<file path="config.mk">
export PLATFORM = sky130hd
export DESIGN_NAME = buf_exchange_hub
export DESIGN_NICKNAME = d
export VERILOG_FILES = /design/src/rtl/buf_exchange_hub.sv
export SDC_FILE = /design/constraint.sdc
export NUM_CORES = 1
export LEC_CHECK = 0
export CAP_MARGIN = 15
export CORE_MARGIN = 2
export CORE_UTILIZATION = 48
export DETAILED_ROUTE_END_ITERATION = 8
export PLACE_DENSITY = 0.76
export SETUP_SLACK_MARGIN = 0.4
export SLEW_MARGIN = 25
export SYNTH_ARGS = -nofsm -noshare
export SYNTH_HDL_FRONTEND = slang
export SYNTH_SLANG_ARGS = --single-unit
</file>
<file path="constraint.sdc">
create_clock -name Clk -period 4.1 [get_ports Clk]
set_clock_uncertainty 0.1 [all_clocks]
set_input_delay 0.41 -clock Clk [delete_from_list [all_inputs] [get_ports Clk]]
set_output_delay 0.41 -clock Clk [all_outputs]
set_load 0.01 [all_outputs]
</file>
<file path="src/rtl/buf_exchange_hub.sv">
// rtl/buf_exchange_hub.sv - multicore barrier hub with a double-buffered value exchange table
module buf_exchange_hub #(
    parameter int               CORES       = 4,
    parameter logic [CORES-1:0] ACTIVE_MASK = {CORES{1'b1}}
) (
    input  logic                Clk,
    input  logic                Reset,
    input  logic [32*CORES-1:0] core_buf_val_1,
    input  logic [32*CORES-1:0] core_buf_val_2,
    input  logic [CORES-1:0]    core_buf_flag,
    input  logic [5*CORES-1:0]  core_addr_1,
    input  logic [5*CORES-1:0]  core_addr_2,
    output logic [32*CORES-1:0] core_select_1,
    output logic [32*CORES-1:0] core_select_2,
    output logic                all_buf_flags,
    output logic [CORES-1:0]    arrived,
    output logic [7:0]          epoch
);

    typedef enum logic {COLLECT, RELEASE} state_t;

    state_t                 state, state_next;
    logic [CORES-1:0][31:0] shadow_1, shadow_2;
    logic [CORES-1:0][31:0] commit_1, commit_2;
    logic [CORES-1:0][31:0] merged_1, merged_2;
    logic [CORES-1:0]       new_arr;
    logic                   fire;
    logic                   leave;

    always_comb begin
        state_next = state;
        new_arr    = '0;
        fire       = 1'b0;
        leave      = 1'b0;
        merged_1   = shadow_1;
        merged_2   = shadow_2;
        case (state)
            COLLECT: begin
                new_arr = core_buf_flag & ~arrived & ACTIVE_MASK;
                fire    = &(arrived | new_arr | ~ACTIVE_MASK);
                if (fire) state_next = RELEASE;
            end
            RELEASE: begin
                leave = (core_buf_flag & ACTIVE_MASK) == '0;
                if (leave) state_next = COLLECT;
            end
        endcase
        // the commit on the firing edge must include the captures made on that same edge
        for (int i = 0; i < CORES; i++) begin
            if (new_arr[i]) begin
                merged_1[i] = core_buf_val_1[32*i +: 32];
                merged_2[i] = core_buf_val_2[32*i +: 32];
            end
        end
    end

    always_ff @(posedge Clk or negedge Reset) begin
        if (!Reset) begin
            state    <= COLLECT;
            arrived  <= '0;
            epoch    <= '0;
            shadow_1 <= '0;
            shadow_2 <= '0;
            commit_1 <= '0;
            commit_2 <= '0;
        end else begin
            state    <= state_next;
            shadow_1 <= merged_1;
            shadow_2 <= merged_2;
            arrived  <= leave ? '0 : (arrived | new_arr);
            if (fire) begin
                commit_1 <= merged_1;
                commit_2 <= merged_2;
                epoch    <= epoch + 8'd1;
            end
        end
    end

    assign all_buf_flags = (state == RELEASE);

    // out-of-range addresses match no entry and read as zero
    always_comb begin
        core_select_1 = '0;
        core_select_2 = '0;
        for (int c = 0; c < CORES; c++) begin
            for (int j = 0; j < CORES; j++) begin
                if (core_addr_1[5*c +: 5] == 5'(j)) core_select_1[32*c +: 32] = commit_1[j];
                if (core_addr_2[5*c +: 5] == 5'(j)) core_select_2[32*c +: 32] = commit_2[j];
            end
        end
    end

endmodule

</file>
==> reports/results.md, run 1 <==
| Stage | Result | Value |
|---|---|---|
| power and ir drop | Internal power consumption | 0.0164 W |
| routing | Drt wl/cell | 27.5 µm |
| routing | Via Count | 18,500 |
| place | PortBufs | 570 |
| logic synthesis | Synth Net Count | 2,066 |
| final layout | Most common cell after layout, fill and taps aside | clkdlybuf4s50_1 |
| worst setup path | Data required time of the worst path | 3590 ps |
| worst setup path | Crit path DAT | 3030 ps |
| floorplanning | Initial standard-cell utilization of the core | 48.4% |
| floorplanning | Total core area | 56,300 µm² |
| clock tree | CTS H-Tree Depth | 2 |
| power and ir drop | Switch share | 30.2% |
| logic synthesis | Count of unique library cells instantiated by Yosys | 36 |
| place | Detailed placer's ending HPWL | 58,800 µm |
| power and ir drop | Psw | 0.00710 W |
| final layout | Layout net count | 2,607 |
| timing | Maximum clock frequency | 0.282 GHz |
| power and ir drop | Static leakage power | 14.0 nW |
| clock tree | CTS tree | done |
| grt | Number of global-route vias before repair | 19,900 |
| timing | Worst max-slew margin expressed relative to the limit | 31.1% |
| routing | Post-detailed-route DRC marker count | 0 |
| clock tree | Largest buffer count on any clock path | 3 |
| place | Gp weighted congestion | 0.885 |
| grt | Met2 global-route usage | 48.1% |
| final layout | Area of the multi-input gates | 13,400 µm² |
| worst setup path | Reg-to-reg setup timing slack | 1600 ps |
| worst setup path | Capturing point of the worst reg2reg path | commit_1[5] |
| floorplanning | Top-Level Pins | 571 |
| run | Max Cap Viol | 0 |
| clock tree | Number of buffers created by CTS | 57 |
| worst setup path | Worst-path maximum fanout | 13 |
| logic synthesis | Area of the mapped netlist | 27,200 µm² |
| routing | Drt pass-1 iters | 5 |
| logic synthesis | Portion of the post-synthesis area used by sequential elements | 48.3% |
| hold path | Hold Path Class | in2async |
| floorplanning | Row count | 87 |
| grt | Fraction of met1 tracks used by global routing | 36.6% |
| grt | Most congested layer reported by global routing | met2 |
| routing | Routed wire length | 85,600 µm |
| clock tree | # Post-CTS Setup Buffers | 0 |
| clock tree | Later-pin clock latency in the skew report | 610 ps |
| timing | Transition time of the tightest slew-check pin | 1030 ps |
| status | Outcome | completed |
| grt | Maximum number of pins on one net before global-route repair | 140 |
| logic synthesis | Share of the synthesized area in the top cell type | 48.3% |
| floorplanning | Die Span Y | 242 µm |
| worst setup path | Worst Setup SP | core_addr_2[13] |
| timing | Total count of hold-check failures in the final report | 0 |
| logic synthesis | Average cell area after synthesis | 15.4 µm² |
| floorplanning | Horizontal die dimension | 242 µm |
| worst setup path | Worst setup endpoint | core_select_2[90] |
| routing | Vias per Instance | 5.94 |
| worst setup path | Worst Setup End Kind | output pin |
| grt | Wire length of the first global-routing pass | 129,000 µm |
| timing | Worst hold-check slack | 282 ps |
| power and ir drop | Max VDD drop | 513 µV |
| grt | Antenna violations before repair | 19 |
| timing | Unrepaired setup endpoints after global routing | no |
| routing | Antenna Nets Post-Route | 0 |
| worst setup path | Startpoint of the most critical register-to-register path | all_buf_flags |
| logic synthesis | Area leader, netlist | dfrtp_1 |
| worst setup path | Critical setup path kind | in2out |
| grt | Overall global routing resource usage | 29.2% |
| worst setup path | Worst reg2reg path depth | 4 |
| final layout | Layout cell share with drive strength beyond 1 | 37.1% |
| power and ir drop | Flop pwr share | 41.7% |
| power and ir drop | Clock power frac | 22.0% |
| power and ir drop | Part of the total power dissipated in combinational logic | 36.3% |
| logic synthesis | Largest cells by area after synthesis | dfrtp_1 48%, mux2_2 20%, mux4_2 19% |
| clock tree | Clock slew seen by the registers of the worst setup and hold paths | 60 ps |
| power and ir drop | Power per Cell Area | 660 nW/µm² |
| logic synthesis | Synthesis Warnings | 0 |
| routing | Detailed router's first-iteration violation count | 1,234 |
| logic synthesis | Synthesized netlist cell count | 1,763 |
| grt | GR Overflow Total | 0 |
| clock tree | Number of clock sinks | 525 |
| timing | Total negative slack | 0 ps |
| clock tree | Clk Tree Root Cell | clkbuf_16 |
| timing | Final setup vio count | 0 |
| timing | Number of slew-limit violations in the final report | 0 |
| final layout | Post-synthesis to final-layout area growth | 30.7% |
| grt | Met3 global-route usage | 8.93% |
| final layout | Total of fill cells in the finished design | 4,147 |
| timing | Shortest period the worst path allows | 3540 ps |
| worst setup path | Type of origin of the critical path | input pin |
| timing | Crit share post-route | 86.4% |
| floorplanning | Die area | 58,600 µm² |
| final layout | Sequential cell area | 13,100 µm² |
| logic synthesis | Post-synthesis register bit count | 525 |
| final layout | Non-filler cells in the finished layout | 3,115 |
| final layout | Commonest cells after routing, fill and taps aside | 554 x clkdlybuf4s50_1, 525 x dfrtp_1, 476 x mux2_2, 231 x mux4_2, 192 x nor2b_1 |
| place | Inst Count DP | 3,000 |
==> repair_timing <==
action | 4_1_cts | 5_1_grt
hold buffers | 1 | 0
hold endpoints to repair | 71 | 0
setup endpoints to repair | 0 | 7
resized for setup | 0 | 3
==> through the flow <==
step	power (W)	worst slack (ps)	util, %	area (µm²)
floorplan	0.0155	1970	-	27200
global placement	0.0178	543	59.8	33700
detailed placement	0.0183	510	59.8	33700
CTS	0.0236	494	63.2	35500
global route	0.0247	549	63.2	35600
finish	0.0235	559	63.2	35600
==> area by class of cell <==
class / instances / share of cell area (%)
repair buffers: 621 / 17.5
clock inverters: 13 / 0.411
multi-input cells: 1099 / 37.6
well taps: 756 / 2.66
diodes: 11 / 0.0774
flip-flops and latches: 525 / 36.9
clock buffers: 90 / 4.87
==> cells by family (layout without fill, tap and decap cells) <==
kind of cell               after synthesis  count (layout)  synth area share (%)
muxes                                  769             769                  41.3
DFF                                    525             525                  48.3
and+or+nand+nor                        267             267                  6.22
buffers and inverters                  139             724                  2.70
AOI/OAI and AO/OA                       55              55                  1.27
xor gates and xnor gates                 7               7                 0.225
adders and majority gates                1               1                0.0460
other                                    0              11                     0
==> metal layers <==
layer / vias to the layer above / part of all wire (%) / routed length [µm]
li1: 7740 / - / -
met1: 9649 / 38 / 32500
met2: 891 / 49 / 41900
met3: 211 / 9.5 / 8110
met4: 20 / 3.4 / 2900
met5: - / 0.17 / 142
==> worst min path at each step <==
stage,cells past startpoint,endpoint
final,2,shadow_1[40]
after global routing,2,shadow_2[88]
after CTS,2,shadow_1[40]
after detailed placement,1,shadow_1[40]
after global placement,1,shadow_1[40]
after floorplan,0,all_buf_flags
==> power by group through the flow <==
| stage | Clock (W) | Combinational (W) | Sequential [W] |
|---|---|---|---|
| 3_5_place_dp | 0 | 0.00850 | 0.00981 |
| 2_1_floorplan | 0 | 0.00645 | 0.00908 |
| 3_3_place_gp | 0 | 0.00826 | 0.00958 |
| 4_1_cts | 0.00527 | 0.00854 | 0.00975 |
| 5_1_grt | 0.00548 | 0.00906 | 0.0101 |
| 6_report | 0.00517 | 0.00852 | 0.00979 |
==> critical path, cell delays in order <==
cell,delay [ps]
clkdlybuf4s50_1,430
nor3_2,150
buf_4,210
and3b_1,800
a22oi_1,210
o21ai_0,200
clkdlybuf4s50_1,610
==> synthesized netlist by cell type, drive strengths merged <==
cell type	count
ha	1
clkbuf	46
and3	4
nor3	2
and3b	2
mux2i	25
xor2	1
nor4	2
mux2	513
xnor2	6
and2	39
nand2b	3
mux4	231
nor3b	3
nand2	5
buf	93
o21ai	25
a21o	1
a22oi	25
o21a	2
o22ai	1
dfrtp	525
or4	1
nand4	5
nor2	3
or3	6
nor2b	192
a21oi	1
==> state kept, by name, indices dropped and copies added, names as in the netlist <==
register	cells
all_buf_flags	1
arrived	4
commit_1	128
commit_2	128
epoch	8
shadow_1	128
shadow_2	128
(Power assumes the default switching activity.)
==> inputs of run 2 (changes only) <==
--- a/config.mk
+++ b/config.mk
@@ -6,9 +6,10 @@
 export NUM_CORES = 1
 export LEC_CHECK = 0
 export CAP_MARGIN = 15
-export CORE_MARGIN = 2
+export CORE_MARGIN = 1.5
 export CORE_UTILIZATION = 48
 export DETAILED_ROUTE_END_ITERATION = 8
+export HOLD_SLACK_MARGIN = 0.06
 export PLACE_DENSITY = 0.76
 export SETUP_SLACK_MARGIN = 0.4
 export SLEW_MARGIN = 25
==> reports/results.md, run 2 (synthesis results as in run 1) <==
| Stage | Result | Value | Change |
|---|---|---|---|
| floorplanning | Initial standard-cell utilization of the core | 48.5% | +0.094 points |
| timing | Number of slew-limit violations in the final report | 0 | unchanged |
| clock tree | Number of clock sinks | 525 | unchanged |
| timing | Total negative slack | 0 ps | unchanged |
| worst setup path | Capturing point of the worst reg2reg path | commit_1[10] |  |
| power and ir drop | Power per Cell Area | 662 nW/µm² | +0.29% |
| worst setup path | Startpoint of the most critical register-to-register path | all_buf_flags |  |
| timing | Final setup vio count | 0 | unchanged |
| timing | Total count of hold-check failures in the final report | 0 | unchanged |
| floorplanning | Top-Level Pins | 571 | unchanged |
| grt | Overall global routing resource usage | 30.2% | +0.96 points |
| routing | Post-detailed-route DRC marker count | 0 | unchanged |
| hold path | Hold Path Class | in2async |  |
| worst setup path | Critical setup path kind | in2out |  |
| worst setup path | Type of origin of the critical path | input pin |  |
| clock tree | CTS tree | done |  |
| place | Detailed placer's ending HPWL | 60,200 µm | +2.3% |
| worst setup path | Worst-path maximum fanout | 23 | +10 |
| grt | Wire length of the first global-routing pass | 129,000 µm | -0.12% |
| worst setup path | Data required time of the worst path | 3590 ps | about the same |
| timing | Transition time of the tightest slew-check pin | 926 ps | -107 ps |
| final layout | Layout net count | 2,612 | +0.19% |
| final layout | Most common cell after layout, fill and taps aside | clkdlybuf4s50_1 |  |
| clock tree | Clock slew seen by the registers of the worst setup and hold paths | 60 ps | about the same |
| grt | Number of global-route vias before repair | 19,900 | -0.030% |
| clock tree | Largest buffer count on any clock path | 3 | unchanged |
| grt | Antenna violations before repair | 19 | unchanged |
| grt | GR Overflow Total | 0 | unchanged |
| run | Max Cap Viol | 0 | unchanged |
| routing | Routed wire length | 87,100 µm | +1.7% |
| grt | Maximum number of pins on one net before global-route repair | 97 | -31% |
| worst setup path | Reg-to-reg setup timing slack | 1680 ps | +80 ps |
| floorplanning | Horizontal die dimension | 241 µm | -0.41% |
| timing | Crit share post-route | 88.5% | +2.2 points |
| timing | Maximum clock frequency | 0.276 GHz | -2.4% |
| routing | Vias per Instance | 6.00 | +0.89% |
| timing | Worst hold-check slack | 279 ps | -3.22 ps |
| clock tree | CTS H-Tree Depth | 2 | unchanged |
| final layout | Layout cell share with drive strength beyond 1 | 37.7% | +0.52 points |
| routing | Via Count | 18,700 | +1.1% |
| routing | Drt wl/cell | 27.9 µm | +1.5% |
| clock tree | Later-pin clock latency in the skew report | 600 ps | about the same |
| worst setup path | Worst reg2reg path depth | 4 | unchanged |
| final layout | Post-synthesis to final-layout area growth | 30.8% | about the same |
| power and ir drop | Max VDD drop | 386 µV | -25% |
| routing | Drt pass-1 iters | 7 | +2 |
| worst setup path | Worst Setup End Kind | output pin |  |
| routing | Detailed router's first-iteration violation count | 1,194 | -3.2% |
| floorplanning | Die Span Y | 241 µm | -0.41% |
| routing | Antenna Nets Post-Route | 0 | unchanged |
| timing | Worst max-slew margin expressed relative to the limit | 38.2% | +7.1 points |
| floorplanning | Die area | 58,100 µm² | -0.82% |
| place | PortBufs | 570 | unchanged |
| floorplanning | Total core area | 56,200 µm² | -0.19% |
| timing | Unrepaired setup endpoints after global routing | no |  |
| clock tree | Number of buffers created by CTS | 56 | -1.8% |
| status | Outcome | completed |  |
| final layout | Commonest cells after routing, fill and taps aside | 554 x clkdlybuf4s50_1, 525 x dfrtp_1, 476 x mux2_2, 231 x mux4_2, 192 x nor2b_1 |  |
| clock tree | Clk Tree Root Cell | clkbuf_16 |  |
| place | Gp weighted congestion | 0.882 | -0.29% |
| power and ir drop | Static leakage power | 14.0 nW | +0.32% |
| place | Worst slack, placed | 487 ps | -23.1 ps |
| timing | Worst setup slack after layout | 470 ps | -88.9 ps |
| floorplanning | Row count | 87 | unchanged |
| timing | Shortest period the worst path allows | 3630 ps | +88.9 ps |
| clock tree | # Post-CTS Setup Buffers | 0 | unchanged |
| worst setup path | Crit path DAT | 3120 ps | +90 ps |
[run 2: changes by cell type in the layout (fill, tap and decap cells not counted), sizes merged]
cell	delta
clkinv	+7
buf	+6
bufinv	+1
inv	-1
diode	+1
clkbuf	-8
[run 2: per-stage QoR]
stage                     instances  utilization (%)  total power (W)  area [µm²]
final                          3121             63.4           0.0236       35600
after global routing           3116             63.4           0.0248       35600
after CTS                      3109             63.3           0.0236       35600
after detailed placement       3006             59.9           0.0184       33600
after global placement         3006             59.9           0.0179       33600
after floorplan                1763                -           0.0155       27200
[run 2: repair_timing]
| item | CTS | global route |
|---|---|---|
| gates resized for setup | 0 | 1 |
| endpoints found under the setup margin | 0 | 7 |
| hold endpoints to repair | 60 | 0 |
| hold buffers | 1 | 0 |
[run 2: critical path: stages]
cell,delay [ps]
clkdlybuf4s50_1,430
nor3_2,180
buf_4,350
and3b_1,750
a22oi_1,150
o21ai_0,210
clkdlybuf4s50_1,620
[run 2: how the worst max path moves through the flow]
stage | start | to | depth (start not counted)
floorplan | core_addr_1[5] | core_select_1[38] | 4
global placement | core_addr_1[9] | core_select_1[50] | 7
detailed placement | core_addr_1[9] | core_select_1[50] | 7
CTS | core_addr_1[9] | core_select_1[50] | 7
global route | core_addr_1[9] | core_select_1[61] | 7
finish | core_addr_1[9] | core_select_1[50] | 7
[run 2: final cells by class]
type	count	area [µm²]
antenna	12	30.0
fill	4146	20600
timing repair buffer	627	6200
multi-input combinational	1099	13400
clock buffer	82	1700
tap	756	946
sequential	525	13100
clock inverter	20	206
[run 2: where the power goes]
part,internal (W),switching [W]
clock,0.00311,0.00209
sequential,0.00779,0.00199
combinational,0.00554,0.00305
total,0.0164,0.00714
[run 2: routing by layer]
| metal | share of wire (%) | vias up | wire (µm) | track usage [%] |
|---|---|---|---|---|
| met5 | 0.10 | - | 87 | 0 |
| met4 | 3.7 | 14 | 3200 | 12.3 |
| met3 | 9.9 | 201 | 8630 | 9.36 |
| met2 | 49 | 939 | 42400 | 48.7 |
| met1 | 38 | 9818 | 32700 | 38.0 |
| li1 | - | 7740 | - | - |
==> inputs of run 3 (changes only) <==
--- a/config.mk
+++ b/config.mk
@@ -7,10 +7,11 @@
 export LEC_CHECK = 0
 export CAP_MARGIN = 15
 export CORE_MARGIN = 1.5
-export CORE_UTILIZATION = 48
+export CORE_UTILIZATION = 45
 export DETAILED_ROUTE_END_ITERATION = 8
+export GPL_TIMING_DRIVEN = 0
 export HOLD_SLACK_MARGIN = 0.06
-export PLACE_DENSITY = 0.76
+export PLACE_DENSITY = 0.72
 export SETUP_SLACK_MARGIN = 0.4
 export SLEW_MARGIN = 25
 export SYNTH_ARGS = -nofsm -noshare
==> constraint.sdc (replaced) <==
create_clock -name Clk -period 4.64 [get_ports Clk]
set_clock_uncertainty 0.1 [all_clocks]
set_input_delay 0.464 -clock Clk [delete_from_list [all_inputs] [get_ports Clk]]
set_output_delay 0.464 -clock Clk [all_outputs]
set_load 0.01 [all_outputs]
==> reports/results.md, run 3 (synthesis results as in run 1) <==
| Stage | Result | Value | Change |
|---|---|---|---|
| status | Outcome | completed |  |
| worst setup path | Crit path DAT | 3640 ps | +520 ps |
| power and ir drop | Static leakage power | 14.3 nW | +2.1% |
| grt | Wire length of the first global-routing pass | 137,000 µm | +6.3% |
| power and ir drop | Internal power consumption | 0.0150 W | -8.8% |
| timing | Total negative slack | 0 ps | unchanged |
| power and ir drop | Psw | 0.00648 W | -9.2% |
| floorplanning | Total core area | 59,400 µm² | +5.7% |
| timing | Worst hold-check slack | 269 ps | -10.0 ps |
| worst setup path | Delay-heaviest family, CP | buffers and inverters |  |
| worst setup path | Worst-path maximum fanout | 10 | -57% |
| worst setup path | Worst reg2reg path depth | 6 | +2 |
| grt | Overall global routing resource usage | 29.9% | -0.32 points |
| grt | Maximum number of pins on one net before global-route repair | 98 | +1.0% |
| routing | Post-detailed-route DRC marker count | 0 | unchanged |
| floorplanning | Initial standard-cell utilization of the core | 45.9% | -2.6 points |
| clock tree | Number of buffers created by CTS | 58 | +3.6% |
| timing | Transition time of the tightest slew-check pin | 1020 ps | +91.6 ps |
| power and ir drop | Part of the total power dissipated in combinational logic | 36.0% | -0.4 points |
| place | Detailed placer's ending HPWL | 68,600 µm | +14% |
| place | PortBufs | 562 | -1.4% |
| timing | Shortest period the worst path allows | 4210 ps |  |
| final layout | Most common cell after layout, fill and taps aside | clkdlybuf4s50_1 |  |
| final layout | Non-filler cells in the finished layout | 3,226 | +3.4% |
| routing | Routed wire length | 92,600 µm | +6.4% |
| worst setup path | Reg-to-reg setup timing slack | 2150 ps | +470 ps |
| clock tree | Number of clock sinks | 525 | unchanged |
| worst setup path | Delay of the slowest cell on the worst path | 690 ps | -60 ps |
| floorplanning | Horizontal die dimension | 249 µm | +3.2% |
| run | Max Cap Viol | 0 | unchanged |
| worst setup path | Data required time of the worst path | 4080 ps | +490 ps |
| floorplanning | Top-Level Pins | 571 | unchanged |
| clock tree | Clock slew seen by the registers of the worst setup and hold paths | 60 ps | about the same |
| routing | Antenna Nets Post-Route | 0 | unchanged |
| final layout | Layout net count | 2,695 | +3.2% |
| routing | Vias per Instance | 5.95 | -0.73% |
| worst setup path | Type of origin of the critical path | input pin |  |
| power and ir drop | Total chip power | 0.0215 W | -8.9% |
| floorplanning | Die Span Y | 249 µm | +3.2% |
| power and ir drop | Switch share | 30.2% | -0.080 points |
| power and ir drop | Max VDD drop | 325 µV | -16% |
| power and ir drop | Flop pwr share | 40.3% | -1.2 points |
| hold path | Hold Path Class | in2async |  |
| grt | Number of global-route vias before repair | 20,300 | +2.2% |
| worst setup path | Worst Setup End Kind | output pin |  |
| final layout | Commonest cells after routing, fill and taps aside | 561 x clkdlybuf4s50_1, 525 x dfrtp_1, 476 x mux2_2, 231 x mux4_2, 192 x nor2b_1 |  |
| routing | Detailed router's first-iteration violation count | 1,235 | +3.4% |
| worst setup path | Startpoint of the most critical register-to-register path | all_buf_flags |  |
| worst setup path | Slowest cell on the critical path | clkbuf_1 |  |
| clock tree | CTS H-Tree Depth | 2 | unchanged |
| clock tree | Clk Tree Root Cell | clkbuf_16 |  |
| floorplanning | Row count | 89 | +2.3% |
| clock tree | Largest buffer count on any clock path | 3 | unchanged |
| place | Worst slack, placed | 389 ps | -97.9 ps |
| clock tree | CTS tree | done |  |
| timing | Total count of hold-check failures in the final report | 0 | unchanged |
| routing | Via Count | 19,200 | +2.6% |
| final layout | Layout cell share with drive strength beyond 1 | 37.1% | -0.58 points |
| worst setup path | List of cells traversed by the critical path | clkdlybuf4s50_1, nor3_1, clkbuf_1, clkbuf_1, and2_1, clkdlybuf4s50_1 |  |
| power and ir drop | Power per Cell Area | 594 nW/µm² | -10% |
| worst setup path | Crit path buffers/inverters | 4 | +1 |
| timing | Maximum clock frequency | 0.238 GHz |  |
| routing | Drt pass-1 iters | 5 | -2 |
| place | Gp weighted congestion | 0.920 | +4.2% |
| timing | Worst max-slew margin expressed relative to the limit | 32.1% | -6.1 points |
| timing | Worst setup slack after layout | 434 ps | -36.1 ps |
| floorplanning | Die area | 62,000 µm² | +6.6% |
| worst setup path | Capturing point of the worst reg2reg path | commit_2[4] |  |
| timing | Final setup vio count | 0 | unchanged |
| worst setup path | Critical setup path kind | in2out |  |
| worst setup path | Critical path depth | 6 | -1 |
| timing | Number of slew-limit violations in the final report | 0 | unchanged |
| grt | GR Overflow Total | 0 | unchanged |
| routing | Drt wl/cell | 28.7 µm | +2.9% |
| clock tree | # Post-CTS Setup Buffers | 0 | unchanged |
| timing | Unrepaired setup endpoints after global routing | no |  |
| clock tree | Later-pin clock latency in the skew report | 620 ps | +20 ps |
| timing | Crit share post-route | 90.6% |  |
| final layout | Post-synthesis to final-layout area growth | 32.8% |  |
| grt | Antenna violations before repair | 17 | -2 |
| power and ir drop | Clock power frac | 23.7% | +1.6 points |
| place | Inst Count DP | 3,104 | +3.3% |
run 3: cell count changes in the layout (fill, tap and decap cells not counted), moves of 3 or more:
cell	before	now
clkbuf_1	7	54
buf_2	15	54
buf_4	45	19
buf_12	11	0
buf_6	0	10
buf_1	0	9
clkbuf_8	18	9
bufinv_16	4	11
clkdlybuf4s50_1	554	561
buf_16	0	6
clkbuf_16	57	61
or3_1	3	6
or3_2	3	0
run 3: area by class of cell:
type,instances,area (µm²)
clock inverters,30,435
well taps,773,967
multi-input cells,1099,13300
clock buffers,79,1680
repair buffers,569,5810
plain buffers,139,738
diodes,12,30.0
fillers,4489,23200
flip-flops and latches,525,13100
run 3: routing by layer:
layer  track usage (%)  vias up  wire, µm
met3              8.42      223      8570
met1              36.7    10100     34800
li1                  -     7916         -
met4              12.0       16      3540
met2              49.9      972     45600
met5                 0        -       102
run 3: worst max-delay path by stage:
stage,from,end,slack (ps)
CTS,core_addr_2[12],core_select_2[94],460
floorplan,core_addr_1[5],core_select_1[38],2400
finish,core_addr_2[12],core_select_2[91],430
detailed placement,core_addr_1[9],core_select_1[57],390
global placement,Reset,commit_2[69],-19880
global route,core_addr_2[14],core_select_2[91],500
run 3: repair_timing:
action,in CTS,in global routing
gates resized for setup,2,1
endpoints found under the hold margin,59,0
setup endpoints to repair,2,1
hold buffers,1,0
run 3: worst reg2reg max path: stages, from the launching register on:
cell	delay (ps)
dfrtp_1	380
buf_4	170
nor3b_1	310
buf_2	430
buf_4	340
mux2_2	390
mux2_2	260
run 3: power groups by stage:
stage / clock (W) / sequential [W] / combinational (W)
floorplan: 0 / 0.00802 / 0.00570
global placement: 0 / 0.00851 / 0.00748
finish: 0.00508 / 0.00865 / 0.00773
global route: 0.00535 / 0.00896 / 0.00823
CTS: 0.00516 / 0.00859 / 0.00776
detailed placement: 0 / 0.00864 / 0.00771
run 3: stage by stage:
step	area [µm²]	utilization, %
detailed placement	34000	57.2
floorplan	27200	-
finish	36100	60.9
global placement	33800	57.0
CTS	36100	60.8
global route	36100	60.9
